File: config.mk
export PLATFORM = sky130hd
export DESIGN_NAME = iobus_timer_flat
export DESIGN_NICKNAME = d
export VERILOG_FILES = /design/src/rtl/iobus_timer_if.sv /design/src/rtl/iobus_timer.sv /design/src/flat_wrapper.sv
export SDC_FILE = /design/constraint.sdc
export NUM_CORES = 1
export LEC_CHECK = 0
export CORE_ASPECT_RATIO = 0.5
export CORE_MARGIN = 2
export CORE_UTILIZATION = 53
export CTS_BUF_LIST = sky130_fd_sc_hd__clkbuf_4 sky130_fd_sc_hd__clkbuf_8
export DETAILED_ROUTE_END_ITERATION = 10
export GPL_TIMING_DRIVEN = 0
export PLACE_DENSITY = 0.83
export SYNTH_ARGS = -nofsm -noshare
export SYNTH_HDL_FRONTEND = slang
export SYNTH_SLANG_ARGS = --single-unit
File: constraint.sdc
create_clock -name clk -period 2.75 [get_ports clk]
set_input_delay 0.4125 -clock clk [delete_from_list [all_inputs] [get_ports clk]]
set_output_delay 0.4125 -clock clk [all_outputs]
set_load 0.05 [all_outputs]
File: src/rtl/iobus_timer_if.sv
// IO bus target port bundle for the MCS timer slot.
// Master drives the access strobes; slave returns data and ready.
interface iobus_timer_if;
  logic        io_addr_strobe;
  logic        io_read_strobe;
  logic        io_write_strobe;
  logic [31:0] io_address;
  logic [3:0]  io_byte_enable;
  logic [31:0] io_write_data;
  logic [31:0] io_read_data;
  logic        io_ready;

  modport master (
    output io_addr_strobe,
    output io_read_strobe,
    output io_write_strobe,
    output io_address,
    output io_byte_enable,
    output io_write_data,
    input  io_read_data,
    input  io_ready
  );

  modport slave (
    input  io_addr_strobe,
    input  io_read_strobe,
    input  io_write_strobe,
    input  io_address,
    input  io_byte_enable,
    input  io_write_data,
    output io_read_data,
    output io_ready
  );
endinterface

File: src/rtl/iobus_timer.sv
// 32-bit down-counting timer on the MCS IO bus.
// Registered single-cycle-latency target with a level interrupt.
module iobus_timer #(
  parameter logic [31:0] BASE_ADDR = 32'hC000_0000,
  parameter logic [31:0] ADDR_MASK = 32'hFFFF_FFF0
) (
  input  logic          clk,
  input  logic          rst,
  iobus_timer_if.slave  bus,
  output logic          irq
);

  logic        en;
  logic        auto_rld;
  logic        irq_en;
  logic        expired;
  logic [31:0] load;
  logic [31:0] count;
  logic        ready_q;
  logic [31:0] rdata_q;

  logic        sel;
  logic        wr;
  logic        rd;
  logic        fire;
  logic [1:0]  off;
  logic [3:0]  be;
  logic [31:0] wd;
  logic [31:0] rmux;
  logic        w_ctrl;
  logic        w_stat;
  logic        w_load;
  logic        w_count;

  function automatic logic [31:0] merge(
    input logic [31:0] old_v,
    input logic [31:0] new_v,
    input logic [3:0]  lanes
  );
    logic [31:0] r;
    r = old_v;
    for (int i = 0; i < 4; i++)
      if (lanes[i]) r[8*i +: 8] = new_v[8*i +: 8];
    return r;
  endfunction

  assign sel  = (bus.io_address & ADDR_MASK) == BASE_ADDR;
  assign off  = bus.io_address[3:2];
  assign be   = bus.io_byte_enable;
  assign wd   = bus.io_write_data;
  // Both strobes together count as a write.
  assign wr   = bus.io_addr_strobe & sel & bus.io_write_strobe;
  assign rd   = bus.io_addr_strobe & sel & bus.io_read_strobe
              & ~bus.io_write_strobe;
  assign fire = en & (count == '0);

  always_comb begin
    w_ctrl  = 1'b0;
    w_stat  = 1'b0;
    w_load  = 1'b0;
    w_count = 1'b0;
    rmux    = '0;
    unique case (off)
      2'd0: begin
        w_ctrl = wr;
        rmux   = {29'd0, irq_en, auto_rld, en};
      end
      2'd1: begin
        w_stat = wr;
        rmux   = {31'd0, expired};
      end
      2'd2: begin
        w_load = wr;
        rmux   = load;
      end
      default: begin
        w_count = wr;
        rmux    = count;
      end
    endcase
  end

  always_ff @(posedge clk) begin
    if (rst) begin
      ready_q  <= 1'b0;
      rdata_q  <= '0;
      irq      <= 1'b0;
      en       <= 1'b0;
      auto_rld <= 1'b0;
      irq_en   <= 1'b0;
      expired  <= 1'b0;
      load     <= '0;
      count    <= '0;
    end else begin
      ready_q <= wr | rd;
      rdata_q <= rd ? rmux : '0;
      irq     <= expired & irq_en;

      if (en) begin
        if (!fire)
          count <= count - 32'd1;
        else if (auto_rld)
          count <= load;
        else
          en <= 1'b0;
      end

      // Expiry set beats a same-cycle write-1-clear.
      if (fire)
        expired <= 1'b1;
      else if (w_stat && be[0] && wd[0])
        expired <= 1'b0;

      // Bus writes come last so they beat counter updates.
      if (w_ctrl && be[0])
        {irq_en, auto_rld, en} <= wd[2:0];
      if (w_load)
        load <= merge(load, wd, be);
      if (w_count && (be != 4'b0000))
        count <= merge(count, wd, be);
    end
  end

  assign bus.io_ready     = ready_q;
  assign bus.io_read_data = rdata_q;

endmodule

File: src/flat_wrapper.sv
// flat-port wrapper written by rule: the top's interface ports become plain ports
module iobus_timer_flat 
#(
  parameter logic [31:0] BASE_ADDR = 32'hC000_0000,
  parameter logic [31:0] ADDR_MASK = 32'hFFFF_FFF0
)
  (clk, rst, irq, bus_io_addr_strobe, bus_io_read_strobe, bus_io_write_strobe, bus_io_address, bus_io_byte_enable, bus_io_write_data, bus_io_read_data, bus_io_ready);
  iobus_timer_if bus_i ();
  input  logic clk;
  input  logic rst;
  output logic irq;
  input wire logic [$bits(bus_i.io_addr_strobe)-1:0] bus_io_addr_strobe;
  input wire logic [$bits(bus_i.io_read_strobe)-1:0] bus_io_read_strobe;
  input wire logic [$bits(bus_i.io_write_strobe)-1:0] bus_io_write_strobe;
  input wire logic [$bits(bus_i.io_address)-1:0] bus_io_address;
  input wire logic [$bits(bus_i.io_byte_enable)-1:0] bus_io_byte_enable;
  input wire logic [$bits(bus_i.io_write_data)-1:0] bus_io_write_data;
  output wire logic [$bits(bus_i.io_read_data)-1:0] bus_io_read_data;
  output wire logic [$bits(bus_i.io_ready)-1:0] bus_io_ready;
  assign bus_i.io_addr_strobe = bus_io_addr_strobe;
  assign bus_i.io_read_strobe = bus_io_read_strobe;
  assign bus_i.io_write_strobe = bus_io_write_strobe;
  assign bus_i.io_address = bus_io_address;
  assign bus_i.io_byte_enable = bus_io_byte_enable;
  assign bus_i.io_write_data = bus_io_write_data;
  assign bus_io_read_data = bus_i.io_read_data;
  assign bus_io_ready = bus_i.io_ready;
  iobus_timer #(.BASE_ADDR(BASE_ADDR), .ADDR_MASK(ADDR_MASK)) u_core (.clk(clk), .rst(rst), .bus(bus_i), .irq(irq));
endmodule
==> After elaboration in Yosys (flattened, before gate mapping) <==
Cells that the tools add are included.
{ "word_totals": {"wordCells": 71, "input_bits": 73, "reg_bits": 102, "output_inout_bits": 34} }
{ "op_classes": {"eq_ne": 8, "n_reduce_logical": 19, "bitwise": 9, "n_mux": 19, "addsub": 1} }
{ "op_table": {"columns": ["cell", "n"], "rows": [
  ["two-way mux 32 bit", 4],
  ["case mux 32 bit (3 select lines)", 1],
  ["logical NOT 32 bit", 1],
  ["two-way mux 8 bit", 4],
  ["subtractor 32 x 1 -> 32 bit (second input constant)", 1],
  ["equality test 28 bit (second input constant)", 1],
  ["AND reduction 3 bit", 4],
  ["two-way mux 1 bit", 10],
  ["inequality test 2 bit (second input constant)", 4],
  ["AND reduction 2 bit", 4],
  ["AND 1 bit", 6],
  ["logical AND 1 bit", 4],
  ["nonzero test 2 bit", 2],
  ["nonzero test 4 bit", 1],
  ["inequality test 3 x 2 -> 1 bit (second input constant)", 1],
  ["OR reduction 3 bit", 1],
  ["equality test 2 x 1 -> 1 bit (second input constant)", 1],
  ["equality test 2 bit (second input constant)", 1],
  ["logical NOT 2 bit", 1],
  ["NOT 1 bit", 2],
  ["OR reduction 2 bit", 1],
  ["bitwise OR 1 bit", 1]
]} }

==> Depth between registers and ports, before layout <==
{ "depth": {"ltp_word": 8, "depth_mapped": 10, "ltp_nobuf": 8} }

==> Least setup slack after synthesis <==
OpenSTA, ideal clock, no wires.
{ "synth_timing": {"path_type": "in2reg", "startpoint": "in bus_io_address[20]", "endpoint": "reg u_core.count[10]", "stages": 7, "arrival_ps": 2208, "required_time_ps": 2632, "setup_ps": 118, "n_path_buf": 1, "slack_ps": 424, "path_cell_list": "nor4b_1 nand4_1 o41ai_2 nor2_1 or2_0 clkbuf_1 o2111a_1"} }
{ "synth_between": {"elab_chain_cells": 7, "elab_cells_between_ends": 10, "cone_classes": "eq/ne: 3; mux: 2; bitwise: 2; reduce/logical: 3"} }
{ "synth_lines": {"columns": ["item", "line", "text"], "rows": [
  ["start, declared", "flat_wrapper.sv:15", "input wire logic [$bits(bus_i.io_address)-1:0] bus_io_address;"],
  ["equality test 28 bit (*)", "iobus_timer.sv:47", "assign sel = (bus.io_address & ADDR_MASK) == BASE_ADDR;"],
  ["AND 1 bit (*) (2 in a row)", "iobus_timer.sv:52", "assign wr = bus.io_addr_strobe & sel & bus.io_write_strobe;"],
  ["two-way mux 1 bit (*)", "iobus_timer.sv:63", "unique case (off)"],
  ["logical AND 1 bit (*)", "iobus_timer.sv:119", "if (w_count && (be != 4'b0000))"],
  ["inequality test 3 x 2 -> 1 bit (no line), or another cell as far along", null, null],
  ["AND reduction 3 bit (no line)", null, null],
  ["end signal, assigned", "iobus_timer.sv:101", "count <= count - 32'd1;"],
  ["end signal, assigned", "iobus_timer.sv:103", "count <= load;"],
  ["end signal, assigned", "iobus_timer.sv:120", "count <= merge(count, wd, be);"],
  ["end, declared", "iobus_timer.sv:18", "logic [31:0] count;"]
]} }
Every way passes the cells marked *; elsewhere a longest branch is shown, timed or not.
A chain may end at the register's enable or synchronous reset.

==> Worst setup path after layout <==
{ "layout_timing": {"startpoint": "in bus_io_address[24]", "endpoint": "reg u_core.count[9]"} }
Same word-level chain as after synthesis.

==> results.json <==
{
  "outcome": "completed",
  "cts_tree": "done",
  "coreArea_um2": 9540,
  "synth.distinct_cells": 71,
  "rr_endpoint": "u_core.count[28]$_SDFFE_PP0P_",
  "num_io_pins": 107,
  "syn_avg_cell_area_um2": 8.29,
  "min_path_type": "in2reg",
  "dp_hpwl_um": 11500,
  "antenna_cells": 0,
  "root_buffer": "clkbuf_8",
  "setup_slack_ps": 83.5,
  "max_cap_violations": 0,
  "synthTopCellsByArea": "dfxtp_1 39%, mux2i_1 6.8%, nor2_1 6.6%",
  "slowest_stage": "o41ai_4",
  "final_cell_mix": "102 x dfxtp_1, 101 x clkdlybuf4s50_1, 93 x nor2_1, 84 x nand2_1",
  "rows": 25,
  "first_pass_iters": 6,
  "placed_area_um2": 6450,
  "crit_required_ps": 3030,
  "place_congestion": 0.942,
  "first_global_vias": 4999,
  "die_height_um": 74.5,
  "synth_largest_area_cell": "dfxtp_1",
  "ys_ff_latch": 102,
  "cp_max_fo": 7,
  "reg2reg_slack_ps": 80,
  "drtIter0Drc": 858,
  "syn_nets": 711,
  "r2r.worst_path.cells": 8,
  "die_area_um2": 10800,
  "insertion_delay_ps": 390,
  "cpPeakStageDelay_ps": 480,
  "fmax_mhz": 375,
  "finalInstanceArea_um2": 6890,
  "fin_skew_ps": 12.8,
  "hold_depth": 2,
  "postLayoutCoreUtil_pct": 72.2,
  "fin_nets": 838,
  "netlist.area_leader.share_pct": 38.7,
  "area_growth_pct": 30.6,
  "portBuffers": 101,
  "slew_headroom_pct": 41.7,
  "start_util_pct": 55.3,
  "maxSlewViolCount": 0,
  "gr-total-overflow": 0,
  "grt_use_total_pct": 29.9,
  "period_share_pct": 97.0,
  "syn_area_um2": 5270,
  "power_leakage_uw": 0.00264,
  "wirelength_um": 16500,
  "numCtsBuffers": 9,
  "detail-route-antenna-nets": 0,
  "wl_per_cell_um": 18.3,
  "dpl_worst_slack_ps": -653,
  "final_common_cell": "dfxtp_1",
  "cts_max_path_buffers": 2,
  "crit_type": "in2reg",
  "hold_end": "u_core.bus.io_ready$_SDFF_PP0_",
  "hold_buffers": 0,
  "syn-instance-count": 636,
  "grt_pass1_wl_um": 25300,
  "cts.clk_slew.worst_paths_ps": 100,
  "vias": 5554,
  "ys_seq_area_share_pct": 38.7,
  "period_minus_slack_ps": 2670,
  "drive_gt1_share_pct": 10.7,
  "hold_viol_final": 0,
  "dieWidth_um": 145,
  "ys_async_sr_fraction_pct": 0,
  "synth_ff_type": "dfxtp_1",
  "antenna_found_initial": 1,
  "reg2reg_from": "u_core.count[22]$_SDFFE_PP0P_",
  "htreeDepth": 3,
  "tns_ps": 0,
  "hold_path_startpoint": "bus_io_write_strobe",
  "vias_per_cell": 6.15,
  "pwr_density_cell_nw_per_um2": 374,
  "ir_drop_uv": 234,
  "crit_path_end_kind": "flop",
  "ys_warn_count": 0,
  "drc_errors": 0,
  "clock-sinks": 102,
  "synth_edf_count": 0,
  "worstMarginPinSlew_ps": 874,
  "startpoint_type": "input pin",
  "crit_chain": "clkdlybuf4s50_1 -> nor4_1 -> nand4_1 -> buf_4 -> o41ai_4 -> nor2_1 -> or2_0 -> clkbuf_1 -> o2111a_1",
  "setup_violations": 0,
  "worst-endpoint-arrival_ps": 2950,
  "grt_max_degree": 17
}
critical path, delay by kind of cell:
kind	cells	cell delay, ps
and+or+nand+nor	4	980
buffers and inverters	3	790
AOI/OAI and AO/OA	2	760
cell usage after synthesis, types with 6 or more instances:
master	n
o2111a_1	13
nor3_1	22
nand4_1	8
a311oi_1	10
a211o_1	9
mux2i_1	36
nand3_1	10
nand2_1	84
dfxtp_1	102
nor2_1	93
xnor2_1	17
nand2b_1	15
a21oi_1	36
or4_1	6
or3_1	8
buf_2	10
clkbuf_1	21
nor4_1	16
inv_1	9
nor4_2	6
o21ai_0	24
per-layer routing:
| metal | GRT usage, % | vias to the layer above | routed length (µm) |
|---|---|---|---|
| met1 | 40.2 | 2596 | 6890 |
| met2 | 46.4 | 373 | 7130 |
| met5 | 0 | - | 13 |
| met4 | 11.0 | 2 | 415 |
| met3 | 9.02 | 53 | 2030 |
| li1 | - | 2530 | - |
repair_timing:
action / in CTS / in global routing
setup buffers: 3 / 13
gates resized for setup: 11 / 12
setup endpoints to repair: 64 / 74
pin swaps: 2 / 5
gates cloned: 0 / 0
how the worst max path moves through the flow:
| stage | start | endpoint | cells after the start |
|---|---|---|---|
| floorplan | bus_io_address[20] | u_core.count[10]$_SDFFE_PP0P_ | 7 |
| finish | bus_io_address[24] | u_core.count[9]$_SDFFE_PP0P_ | 9 |
| CTS | bus_io_address[20] | u_core.load[8]$_SDFFE_PP0P_ | 7 |
| global placement | bus_io_address[20] | u_core.count[20]$_SDFFE_PP0P_ | 8 |
| global route | bus_io_address[10] | u_core.count[3]$_SDFFE_PP0P_ | 8 |
| detailed placement | bus_io_address[20] | u_core.count[20]$_SDFFE_PP0P_ | 8 |
report_power, final:
group          total, µW  leakage, µW  internal [µW]  switching (µW)
sequential          1480     0.000821           1480     0.000000494
clock                909    0.0000896            378             531
combinational        193      0.00173            110            83.6
total               2580      0.00264           1960             614
metrics by stage:
step | instances | total power, µW | hold WS, ps
after floorplan | 636 | 1560 | 439
after global routing | 903 | 2640 | 479
after detailed placement | 872 | 1690 | 457
final | 903 | 2580 | 445
after global placement | 872 | 1690 | 453
after CTS | 890 | 2580 | 428
kinds of logic (layout without fill, tap and decap cells):
group | Yosys count | in the layout | synth area share [%]
AND/OR/NAND/NOR | 305 | 305 | 29.7
AO/OA/AOI/OAI | 118 | 118 | 15.8
flip-flops | 102 | 102 | 38.7
buffers and inverters | 49 | 181 | 4.11
multiplexers | 39 | 39 | 7.69
XOR/XNOR | 21 | 21 | 3.49
adder cells (fa/ha/maj) | 2 | 2 | 0.475
cell type report:
type	count	area [µm²]
sequential	102	2040
clock buffer	12	153
clock inverter	4	32.5
fill	735	2650
inverter	10	37.5
buffer	38	178
tap	135	169
multi-input combinational	485	3150
timing repair buffer	117	1130
Note: power is estimated with default switching activity, not from simulation.
